**config.mk**
```make
export PLATFORM = sky130hd
export DESIGN_NAME = neuron_dot_product_16_20
export DESIGN_NICKNAME = d
export VERILOG_FILES = /design/src/rtl/neuron_dot_product_16_20.sv
export SDC_FILE = /design/constraint.sdc
export NUM_CORES = 1
export LEC_CHECK = 0
export BUFFER_PORTS_ARGS = -buffer_cell sky130_fd_sc_hd__buf_2
export CAP_MARGIN = 15
export CORE_AREA = 5 5 168 154
export DETAILED_ROUTE_END_ITERATION = 12
export DIE_AREA = 0 0 173 159
export GPL_TIMING_DRIVEN = 0
export PLACE_DENSITY_LB_ADDON = 0.15
export SLEW_MARGIN = 15
export SYNTH_ARGS = -nofsm -noshare
export SYNTH_HDL_FRONTEND = slang
export SYNTH_SLANG_ARGS = --single-unit
```
**constraint.sdc**
```tcl
create_clock -name clk -period 11 [get_ports clk]
set_clock_uncertainty 0.2 [all_clocks]
set_input_delay 2.2 -clock clk [delete_from_list [all_inputs] [get_ports clk]]
set_output_delay 2.2 -clock clk [all_outputs]
set_load 0.005 [all_outputs]
```
**src/rtl/neuron_dot_product_16_20.sv**
```systemverilog
// Sequential multiply-accumulate for one MLP neuron.
// Takes N_INPUTS (x, w) pairs in Q2.13 and produces one Q6.13 sum with the
// bias added. Products and the running sum saturate, and a sticky flag
// records whether any clamping happened within the current dot product.
module neuron_dot_product_16_20 #(
  parameter int N_INPUTS = 4,
  parameter int CNT_W    = 8
) (
  input  logic        clk,
  input  logic        reset,
  input  logic        in_valid,
  output logic        in_ready,
  input  logic [15:0] in_x,
  input  logic [15:0] in_w,
  input  logic [15:0] in_bias,
  output logic        out_valid,
  input  logic        out_ready,
  output logic [19:0] out_sum,
  output logic        out_sat
);

  typedef enum logic {ACCUM, HOLD} state_t;

  state_t             state_q, state_d;
  logic [CNT_W-1:0]   cnt_q, cnt_d;
  logic signed [19:0] acc_q, acc_d;
  logic               flag_q, flag_d;
  logic [19:0]        sum_q, sum_d;
  logic               sat_q, sat_d;

  logic signed [31:0] prodFull;
  logic signed [31:0] prodShift;
  logic signed [15:0] prodClamped;
  logic               prodSat;
  logic signed [19:0] accBase;
  logic signed [20:0] sum21;
  logic signed [19:0] accNext;
  logic               accSat;
  logic               firstBeat;
  logic               lastBeat;
  logic               accept;

  // A beat can only enter while no result is waiting downstream.
  assign in_ready  = (state_q == ACCUM);
  assign out_valid = (state_q == HOLD);
  assign out_sum   = sum_q;
  assign out_sat   = sat_q;

  assign accept    = in_valid && in_ready;
  assign firstBeat = (cnt_q == '0);
  assign lastBeat  = (cnt_q == CNT_W'(N_INPUTS - 1));

  // Product datapath: Q4.26 product floored to Q2.13, then clamped to 16 bits.
  always_comb begin
    prodFull    = 32'($signed(in_x)) * 32'($signed(in_w));
    prodShift   = prodFull >>> 13;
    prodClamped = prodShift[15:0];
    prodSat     = 1'b0;
    if (prodShift > 32'sd32767) begin
      prodClamped = 16'sh7FFF;
      prodSat     = 1'b1;
    end else if (prodShift < -32'sd32768) begin
      prodClamped = 16'sh8000;
      prodSat     = 1'b1;
    end
  end

  // Accumulate datapath: the first beat starts from the bias instead of acc.
  always_comb begin
    accBase = firstBeat ? 20'($signed(in_bias)) : acc_q;
    sum21   = 21'(accBase) + 21'(prodClamped);
    accNext = sum21[19:0];
    accSat  = 1'b0;
    if (sum21 > 21'sd524287) begin
      accNext = 20'sh7FFFF;
      accSat  = 1'b1;
    end else if (sum21 < -21'sd524288) begin
      accNext = 20'sh80000;
      accSat  = 1'b1;
    end
  end

  // Next-state logic for the counter, accumulator, flag, result and handshake.
  always_comb begin
    state_d = state_q;
    cnt_d   = cnt_q;
    acc_d   = acc_q;
    flag_d  = flag_q;
    sum_d   = sum_q;
    sat_d   = sat_q;
    case (state_q)
      ACCUM: begin
        if (accept) begin
          acc_d  = accNext;
          flag_d = (firstBeat ? 1'b0 : flag_q) | prodSat | accSat;
          if (lastBeat) begin
            cnt_d   = '0;
            sum_d   = accNext;
            sat_d   = flag_d;
            state_d = HOLD;
          end else begin
            cnt_d = cnt_q + CNT_W'(1);
          end
        end
      end
      HOLD: begin
        if (out_ready) begin
          state_d = ACCUM;
        end
      end
      default: state_d = ACCUM;
    endcase
  end

  // State registers; reset discards any partial sum and any pending result.
  always_ff @(posedge clk) begin
    if (reset) begin
      state_q <= ACCUM;
      cnt_q   <= '0;
      acc_q   <= '0;
      flag_q  <= 1'b0;
      sum_q   <= '0;
      sat_q   <= 1'b0;
    end else begin
      state_q <= state_d;
      cnt_q   <= cnt_d;
      acc_q   <= acc_d;
      flag_q  <= flag_d;
      sum_q   <= sum_d;
      sat_q   <= sat_d;
    end
  end

endmodule

```
==> results of run 1 <==
## final cells by class
class,count,area [um^2],share of cell area
repair buffers,101,632,0.0431
inverters,317,1190,0.0812
plain buffers,48,433,0.0295
flip-flops and latches,51,1020,0.0697
multi-input cells,1051,10800,0.737
well taps,308,385,0.0263
clock inverters,3,67.6,0.00461
clock buffers,5,125,0.00854
## repair_timing
action / 4_1_cts / 5_1_grt
pin swaps: 11 / 27
gates cloned: 0 / 1
buffers inserted: 8 / 19
gates resized for setup: 94 / 92
endpoints found under the setup margin: 42 / 42
hold buffers: 0 / 0
## state kept, by name, summed over array words and instances, names as in the netlist
register	count
acc_q	20
out_sat	1
flag_q	1
out_valid	1
cnt_q	8
out_sum	20
## kinds of logic (layout without fill, tap and decap cells)
logic type,Yosys count,in the layout,share of synthesized area
xor+xnor,52,52,0.0359
buf+inv,366,474,0.109
simple gates,435,435,0.163
fa+ha+maj,363,363,0.505
flops,51,51,0.0793
mux,19,19,0.0178
compound gates,182,182,0.0897
## worst min-delay path: cells and delay by family (launching register included)
kind             cells  cell delay, ns
AO/OA/AOI/OAI        1            0.05
flip-flops           1            0.31
AND/OR/NAND/NOR      1            0.04
## metal layers
layer / share of wire / up-vias / global-route usage
met3: 0.041 / 42 / 0.0368
li1: - / 4708 / -
met4: 0.019 / 2 / 0.0457
met5: 0.0010 / - / 0
met1: 0.45 / 5029 / 0.322
met2: 0.49 / 186 / 0.401
## how the worst min path moves through the flow
stage,from,endpoint,cells after the start
3_3_place_gp,acc_q[5]$_SDFFE_PP0P_,acc_q[5]$_SDFFE_PP0P_,2
6_report,out_sum[17]$_SDFFE_PP0P_,out_sum[17]$_SDFFE_PP0P_,2
4_1_cts,out_sum[17]$_SDFFE_PP0P_,out_sum[17]$_SDFFE_PP0P_,2
5_1_grt,out_sum[17]$_SDFFE_PP0P_,out_sum[17]$_SDFFE_PP0P_,2
3_5_place_dp,acc_q[10]$_SDFFE_PP0P_,acc_q[10]$_SDFFE_PP0P_,2
2_1_floorplan,acc_q[0]$_SDFFE_PP0P_,acc_q[0]$_SDFFE_PP0P_,2
## placed cells by master, fill, tap and decap left out, drive strengths merged, types with 3 or more instances in the layout
cell and n:
o211ai 4, o21bai 9, nor2 63, and2 125
a311oi 4, ha 101, a41oi 3, nand3 12
inv 317, dfxtp 51, a22o 4, a21o 13
nand2 182, nor3 9, xnor2 30, nor2b 6
fa 262, buf 120, a211oi 6, o21ai 74
o21a 3, mux2 18, and3 9, o31ai 3
xor2 22, nand2b 9, or3 3, clkbuf 34
a21oi 46, nand4 10
## through the flow
stage	setup TNS (ns)	instance area [um^2]	util	cells	hold WS (ns)
global placement	-56.65	13600	0.570	1849	0.229
detailed placement	-59.56	13600	0.570	1849	0.235
CTS	0	14200	0.593	1864	0.248
floorplan	0	12900	-	1468	0.220
finish	0	14700	0.613	1884	0.241
global route	-8.91	14700	0.613	1884	0.270
==> out/metrics.yaml, run 1 <==
status: "complete, no violations"
synth_top_cells_by_count: "inv_1 (317), fa_1 (262), nand2_1 (182)"
crit_path_max_incr_delay_ns: 0.60
ys_types: 58
row_count: 54
cts.sinks: 51
clock.fmax_mhz: 91.8
core_um2: 23900
ys_seq_area_frac: 0.0793
ant_nets: 0
cts-root-buf: "clkbuf_16"
critical_path_arrival_ns: 10.93
synth-seq-cells: 51
grt_pass1_wl_um: 53000
drive_gt1_frac: 0.152
worstReg2RegEnd: "acc_q[13]$_SDFFE_PP0P_"
synth_most_common_cell: "inv_1"
drc: 0
numPortBuffers: 73
cp_max_fo: 10
nets: 1990
drv_slew: 0
setup_violations: 0
start_kind: "input pin"
grt_pass1_vias: 10700
vias: 9967
start_util: 0.539
period_needed_ns: 10.89
clk_pin_slew_ns: 0.07
viasPerCell: 5.29
die_area_um2: 27500
max-cap-violations: 0
antenna_found_initial: 1
r2r_setup_slack_ns: 5.87
synth_top_area_share: 0.407
cts_buffer_depth: 2
cts_tree: "yes"
dp_hpwl_um: 26400
die_w_um: 173
crit_path_end: "acc_q[13]$_SDFFE_PP0P_"
place.gp.congestion: 0.896
grt_overflow: 0
synth_nets: 1883
slew_headroom: 0.500
path_delay_family: "adder cells"
timing.rr.start: "cnt_q[4]$_SDFFE_PP0P_"
synth_edf_count: 0
cpMostUsedCell: "fa_1"
synth_warnings: 0
synth_area_leaders: "fa_1 (41%), ha_1 (9.8%), inv_1 (9.2%), dfxtp_1 (7.9%), and2_1 (6.0%)"
wirelength_um: 31000
syn_area_um2: 12900
finalHoldViolations: 0
period_share: 0.990
fp.dieH_um: 159
h-tree-depth: 2
syn_inst: 1468
synth_async_sr_flop_share: 0
setup_ws_ns: 0.106
grt_setup_unrepaired: "true"
area.growth.synth_to_final_pct: 13.8
dpl_worst_slack_ns: -1.58
crit_required_ns: 11.04
path_buf_inv: 9
drt-pass1-iter-count: 4
grt_max_degree: 17
cp_num_cells: 37
end_kind: "flip-flop"
yosys.area.top_type: "fa_1"
crit_slowest_cell: "fa_1"
r2r_cells: 19
syn_area_per_cell_um2: 8.77
cp-startpoint: "in_x[8]"
min_path_type: "flip-flop to flip-flop"
critical_path_class: "input pin to flip-flop"
track_usage: 0.235
numCtsBuffers: 5
clk_latency_ns: 0.30
max_slew.worst_pin.slew_ns: 0.747
wl_per_cell_um: 16.5
yosys_most_used_dff: "dfxtp_1"
boundaryPins: 75
drt-initial-drc-count: 478
diodes: 0
fillers: 2177
Power of run 1 is not shown: default switching activity piles up to over one toggle a cycle in this logic, so the estimate is an artifact.
==> run 2, diff against run 1 <==
CTS_BUF_LIST = sky130_fd_sc_hd__clkbuf_4   (was not set)
CTS_CLUSTER_DIAMETER = 50   (was not set)
SETUP_SLACK_MARGIN = 0.2   (was not set)
==> run 2 against run 1 <==
Final cell count is 2.8% higher. Sequential cell count stayed put. Routed wire length is 5.6% higher. Utilization is 3.5 points higher. Non-clock buffer count is 54 higher. Die area stayed put. Fmax is 1.6% higher. Global-route usage is 0.13 points lower. Highest routed layer is now met4.
==> out/metrics.yaml, run 2 (synthesized netlist as in run 1, its figures left out) <==
cts_tree: "yes"
viasPerCell: 5.34  # +0.99%
fillers: 2033  # -6.6%
cts-root-buf: "clkbuf_4"
dp_hpwl_um: 26400  # about the same
numCtsBuffers: 5  # unchanged
fin_cells: 1937  # +2.8%
fp.dieH_um: 159  # unchanged
worstHoldStart: "out_sum[16]$_SDFFE_PP0P_"
die_area_um2: 27500  # unchanged
period_needed_ns: 10.72  # -0.171 ns
ant_nets: 0  # unchanged
critical_path_arrival_ns: 10.81  # -0.12 ns
start_kind: "input pin"
design_area_um2: 15500  # +5.8%
path_buf_inv: 8  # -1
drc: 0  # unchanged
drt-initial-drc-count: 528  # +10%
mostFrequentLayoutCell: "inv_1"
vias: 10300  # +3.8%
cts-hold-fix-buffers: 0  # unchanged
r2r_setup_slack_ns: 5.75  # -0.12 ns
max_slew.worst_pin.slew_ns: 0.694  # -0.0535 ns
drt-pass1-iter-count: 5  # +1
clk_latency_ns: 0.38  # +0.08 ns
start_util: 0.539  # unchanged
grt_pass1_wl_um: 52600  # -0.77%
slew_headroom: 0.537  # +0.0375
diodes: 0  # unchanged
grt_overflow: 0  # unchanged
cts.sinks: 51  # unchanged
die_w_um: 173  # unchanged
clock.fmax_mhz: 93.3  # +1.6%
core_um2: 23900  # unchanged
wirelength_um: 32800  # +5.6%
cts_buffer_depth: 2  # unchanged
cp_max_fo: 8  # -2
numPortBuffers: 73  # unchanged
row_count: 54  # unchanged
grt_setup_unrepaired: "true"
finalHoldViolations: 0  # unchanged
setup_violations: 0  # unchanged
r2r_cells: 19  # unchanged
drv_slew: 0  # unchanged
grt_max_degree: 15  # -2
multi_input_area_um2: 11100  # +2.4%
place.gp.congestion: 0.902  # +0.61%
worstReg2RegEnd: "acc_q[5]$_SDFFE_PP0P_"
min_path_type: "flip-flop to flip-flop"
hold_depth: 2  # unchanged
timing.rr.start: "cnt_q[4]$_SDFFE_PP0P_"
place_area_um2: 13600  # about the same
regArea_um2: 1020  # unchanged
final_cell_mix: "inv_1 (305), fa_1 (247), nand2_1 (176)"
nets: 2044  # +2.7%
clk_pin_slew_ns: 0.14  # +0.07 ns
status: "complete, no violations"
drive_gt1_frac: 0.224  # +0.0724
cpMostUsedCell: "fa_1"
antenna_found_initial: 1  # unchanged
critical_path_class: "input pin to flip-flop"
wl_per_cell_um: 16.9  # +2.7%
area.growth.synth_to_final_pct: 20.3
end_kind: "flip-flop"
max-cap-violations: 0  # unchanged
track_usage: 0.233  # -0.00132
path_delay_family: "adder cells"
crit_slowest_cell: "fa_1"
boundaryPins: 75  # unchanged
crit_required_ns: 11.09  # +0.05 ns
holdPathEnd: "out_sum[16]$_SDFFE_PP0P_"
crit_path_max_incr_delay_ns: 0.53  # -0.07 ns
dp.cells: 1849  # unchanged
period_share: 0.975  # -0.0155
h-tree-depth: 2  # unchanged
grt_pass1_vias: 10500  # -1.4%
## run 2: changes by cell type in the layout (fill, tap and decap cells not counted), sizes merged
cell | before | now
bufinv | 2 | 0
clkinv | 0 | 2
clkbuf | 34 | 27
clkinvlp | 1 | 0
buf | 120 | 181
## run 2: final cells by class
cell class / instances / share of cell area
buffer: 49 / 0.0356
clock buffer: 5 / 0.00242
clock inverter: 2 / 0.000565
inverter: 317 / 0.0768
multi-input combinational: 1051 / 0.714
sequential: 51 / 0.0659
tap: 308 / 0.0249
timing repair buffer: 154 / 0.0803
## run 2: routing by layer
layer	vias up	track usage	routed length, um
li1	4807	-	-
met1	5216	0.330	14100
met2	266	0.391	16000
met3	60	0.0268	1700
met4	0	0.0519	884
met5	-	0	0
## run 2: timing repair
item                                   4_1_cts  5_1_grt
gates resized for setup                     89      308
buffers inserted                            16       58
setup endpoints to repair                   42       42
pin swaps                                   16      100
cloned                                       0        7
endpoints found under the hold margin        0        0
## run 2: worst max path at each step
stage               cells after the start  slack [ns]                       end     start
floorplan                              37        0.24    acc_q[10]$_SDFFE_PP0P_   in_w[7]
global placement                       37       -1.55  out_sum[10]$_SDFFE_PP0P_   in_w[9]
detailed placement                     37       -1.65  out_sum[11]$_SDFFE_PP0P_   in_x[7]
CTS                                    37        0.20     acc_q[6]$_SDFFE_PP0P_  in_x[15]
global route                           39       -0.08    acc_q[16]$_SDFFE_PP0P_   in_w[8]
finish                                 37        0.28     acc_q[5]$_SDFFE_PP0P_   in_w[3]
## run 2: metrics by stage
stage	setup TNS, ns	setup slack, ns	hold WS, ns	utilization
floorplan	0	0.238	0.220	-
global placement	-58.05	-1.55	0.229	0.570
detailed placement	-61.59	-1.65	0.235	0.570
CTS	0	0.202	0.258	0.589
global route	-1.13	-0.0811	0.278	0.648
finish	0	0.277	0.254	0.648
## run 2: tightest hold or removal path, stage by stage, from the launching register on
cell	delay (ns)
dfxtp_1	0.33
nand2_1	0.05
o21ai_1	0.05
Power of run 2 is left out for the same reason.
==> run 3, diff against run 2 <==
clock period = 13.6 ns   (was 11 ns; I/O delays follow)
==> run 3 against run 2 <==
Via count shrank 5.7%. Register-to-register slack gained 2.3 ns. Global-route usage shrank 0.068 points. Die area is the same. Routed wire length shrank 7.6%. Count of clock-buffer cells in the layout is the same. Sequential cell count is the same. Worst setup slack gained 0.68 ns. Final area shrank 11%. Largest cell class unchanged. Highest routed layer unchanged.
==> out/metrics.yaml, run 3 (synthesized netlist as in run 1, its figures left out) <==
hold_depth: 2  # unchanged
cts-root-buf: "clkbuf_4"
core_um2: 23900  # unchanged
dp_hpwl_um: 26400  # about the same
critical_path_class: "input pin to flip-flop"
cpMostUsedCell: "fa_1"
drt-initial-drc-count: 538  # +1.9%
wirelength_um: 30300  # -7.6%
place.gp.congestion: 0.896  # -0.61%
worstReg2RegEnd: "out_sum[10]$_SDFFE_PP0P_"
track_usage: 0.233  # -0.000677
fin_tns_setup_ns: 0  # unchanged
timing.rr.start: "cnt_q[4]$_SDFFE_PP0P_"
drv_slew: 0  # unchanged
r2r_setup_slack_ns: 8.08  # +2.33 ns
status: "complete, no violations"
dp.cells: 1849  # unchanged
slew_headroom: 0.508  # -0.0296
grt_pass1_wl_um: 52500  # about the same
die_w_um: 173  # unchanged
finalHoldViolations: 0  # unchanged
mostFrequentLayoutCell: "inv_1"
drc: 0  # unchanged
crit_slowest_cell: "fa_1"
viasPerCell: 5.26  # -1.6%
r2r_cells: 18  # -1
numPortBuffers: 73  # unchanged
design_area_um2: 13800  # -11%
wl_per_cell_um: 16.3  # -3.7%
max-cap-violations: 0  # unchanged
clock.fmax_mhz: 79.1
fin_cells: 1858  # -4.1%
period_share: 0.929
crit_required_ns: 13.70  # +2.61 ns
final_core_util: 0.575  # -0.0730
row_count: 54  # unchanged
final_cell_mix: "inv_1 (317), fa_1 (262), nand2_1 (182)"
setup_violations: 0  # unchanged
clk_latency_ns: 0.40  # +0.02 ns
period_needed_ns: 12.64
area.growth.synth_to_final_pct: 6.76
grt_setup_unrepaired: "false"
max_slew.worst_pin.slew_ns: 0.736  # +0.0417 ns
start_kind: "input pin"
boundaryPins: 75  # unchanged
numCtsBuffers: 5  # unchanged
cts.sinks: 51  # unchanged
grt_pass1_vias: 10600  # +0.60%
grt_max_degree: 17  # +2
min_path_type: "flip-flop to flip-flop"
cts_tree: "yes"
start_util: 0.539  # unchanged
cp_max_fo: 10  # +2
drive_gt1_frac: 0.0833  # -0.141
h-tree-depth: 2  # unchanged
antenna_found_initial: 1  # unchanged
grt_overflow: 0  # unchanged
fillers: 2277  # +12%
die_area_um2: 27500  # unchanged
worstHoldStart: "out_sum[17]$_SDFFE_PP0P_"
holdPathEnd: "out_sum[17]$_SDFFE_PP0P_"
end_kind: "flip-flop"
vias: 9764  # -5.7%
clk_pin_slew_ns: 0.16  # +0.02 ns
ant_nets: 0  # unchanged
post_cts_buffers: 0  # -16
place_area_um2: 13600  # about the same
drt-pass1-iter-count: 5  # unchanged
cts_buffer_depth: 2  # unchanged
critical_path_arrival_ns: 12.74  # +1.93 ns
nets: 1963  # -4.0%
crit_path_max_incr_delay_ns: 0.56  # +0.03 ns
fp.dieH_um: 159  # unchanged
## run 3: changes by cell type in the layout (fill, tap and decap cells not counted), sizes merged
cell / before / now
clkinv: 2 / 0
clkbuf: 27 / 45
buf: 181 / 82
clkinvlp: 0 / 1
bufinv: 0 / 2
diode: 0 / 1
## run 3: critical path, delay by kind of cell
family | cells | cell delay (ns)
multiplexers | 1 | 0.26
XOR/XNOR | 1 | 0.17
buffers and inverters | 8 | 1.18
AND/OR/NAND/NOR | 6 | 1.25
AO/OA/AOI/OAI | 12 | 2.96
adder cells (fa/ha/maj) | 9 | 4.17
## run 3: cell type report
type,instances,area (um^2),area share
multi-input cells,1051,10500,0.761
inverters,317,1190,0.0865
flip-flops and latches,51,1020,0.0742
well taps,308,385,0.0280
repair buffers,73,365,0.0266
plain buffers,49,213,0.0155
clock inverters,3,67.6,0.00491
clock buffers,5,37.5,0.00273
diodes,1,2.50,0.000182
## run 3: how the worst max path moves through the flow
stage                         from                       end  slack, ns
after floorplan           in_x[15]     acc_q[6]$_SDFFE_PP0P_       2.12
after global placement     in_w[9]  out_sum[10]$_SDFFE_PP0P_       0.57
after detailed placement   in_x[7]  out_sum[13]$_SDFFE_PP0P_       0.50
after CTS                  in_x[7]  out_sum[10]$_SDFFE_PP0P_       0.91
after global routing       in_x[7]  out_sum[12]$_SDFFE_PP0P_       0.31
final                      in_x[7]  out_sum[10]$_SDFFE_PP0P_       0.96
## run 3: routing by layer
metal / global-route usage / wire, um / up-vias
met3: 0.0366 / 1370 / 40
met1: 0.323 / 13800 / 4866
met2: 0.395 / 14600 / 212
li1: - / - / 4646
met4: 0.0417 / 575 / 0
met5: 0 / 0 / -
## run 3: what timing repair did
item | in CTS | in global routing
hold buffers | 0 | 0
resized for setup | 0 | 1
endpoints found under the setup margin | 0 | 3
## run 3: metrics by stage
step	hold slack, ns	worst slack [ns]
2_1_floorplan	0.220	2.12
4_1_cts	0.258	0.906
3_5_place_dp	0.235	0.502
5_1_grt	0.281	0.313
3_3_place_gp	0.229	0.568
6_report	0.252	0.961
Power of run 3 is left out for the same reason.
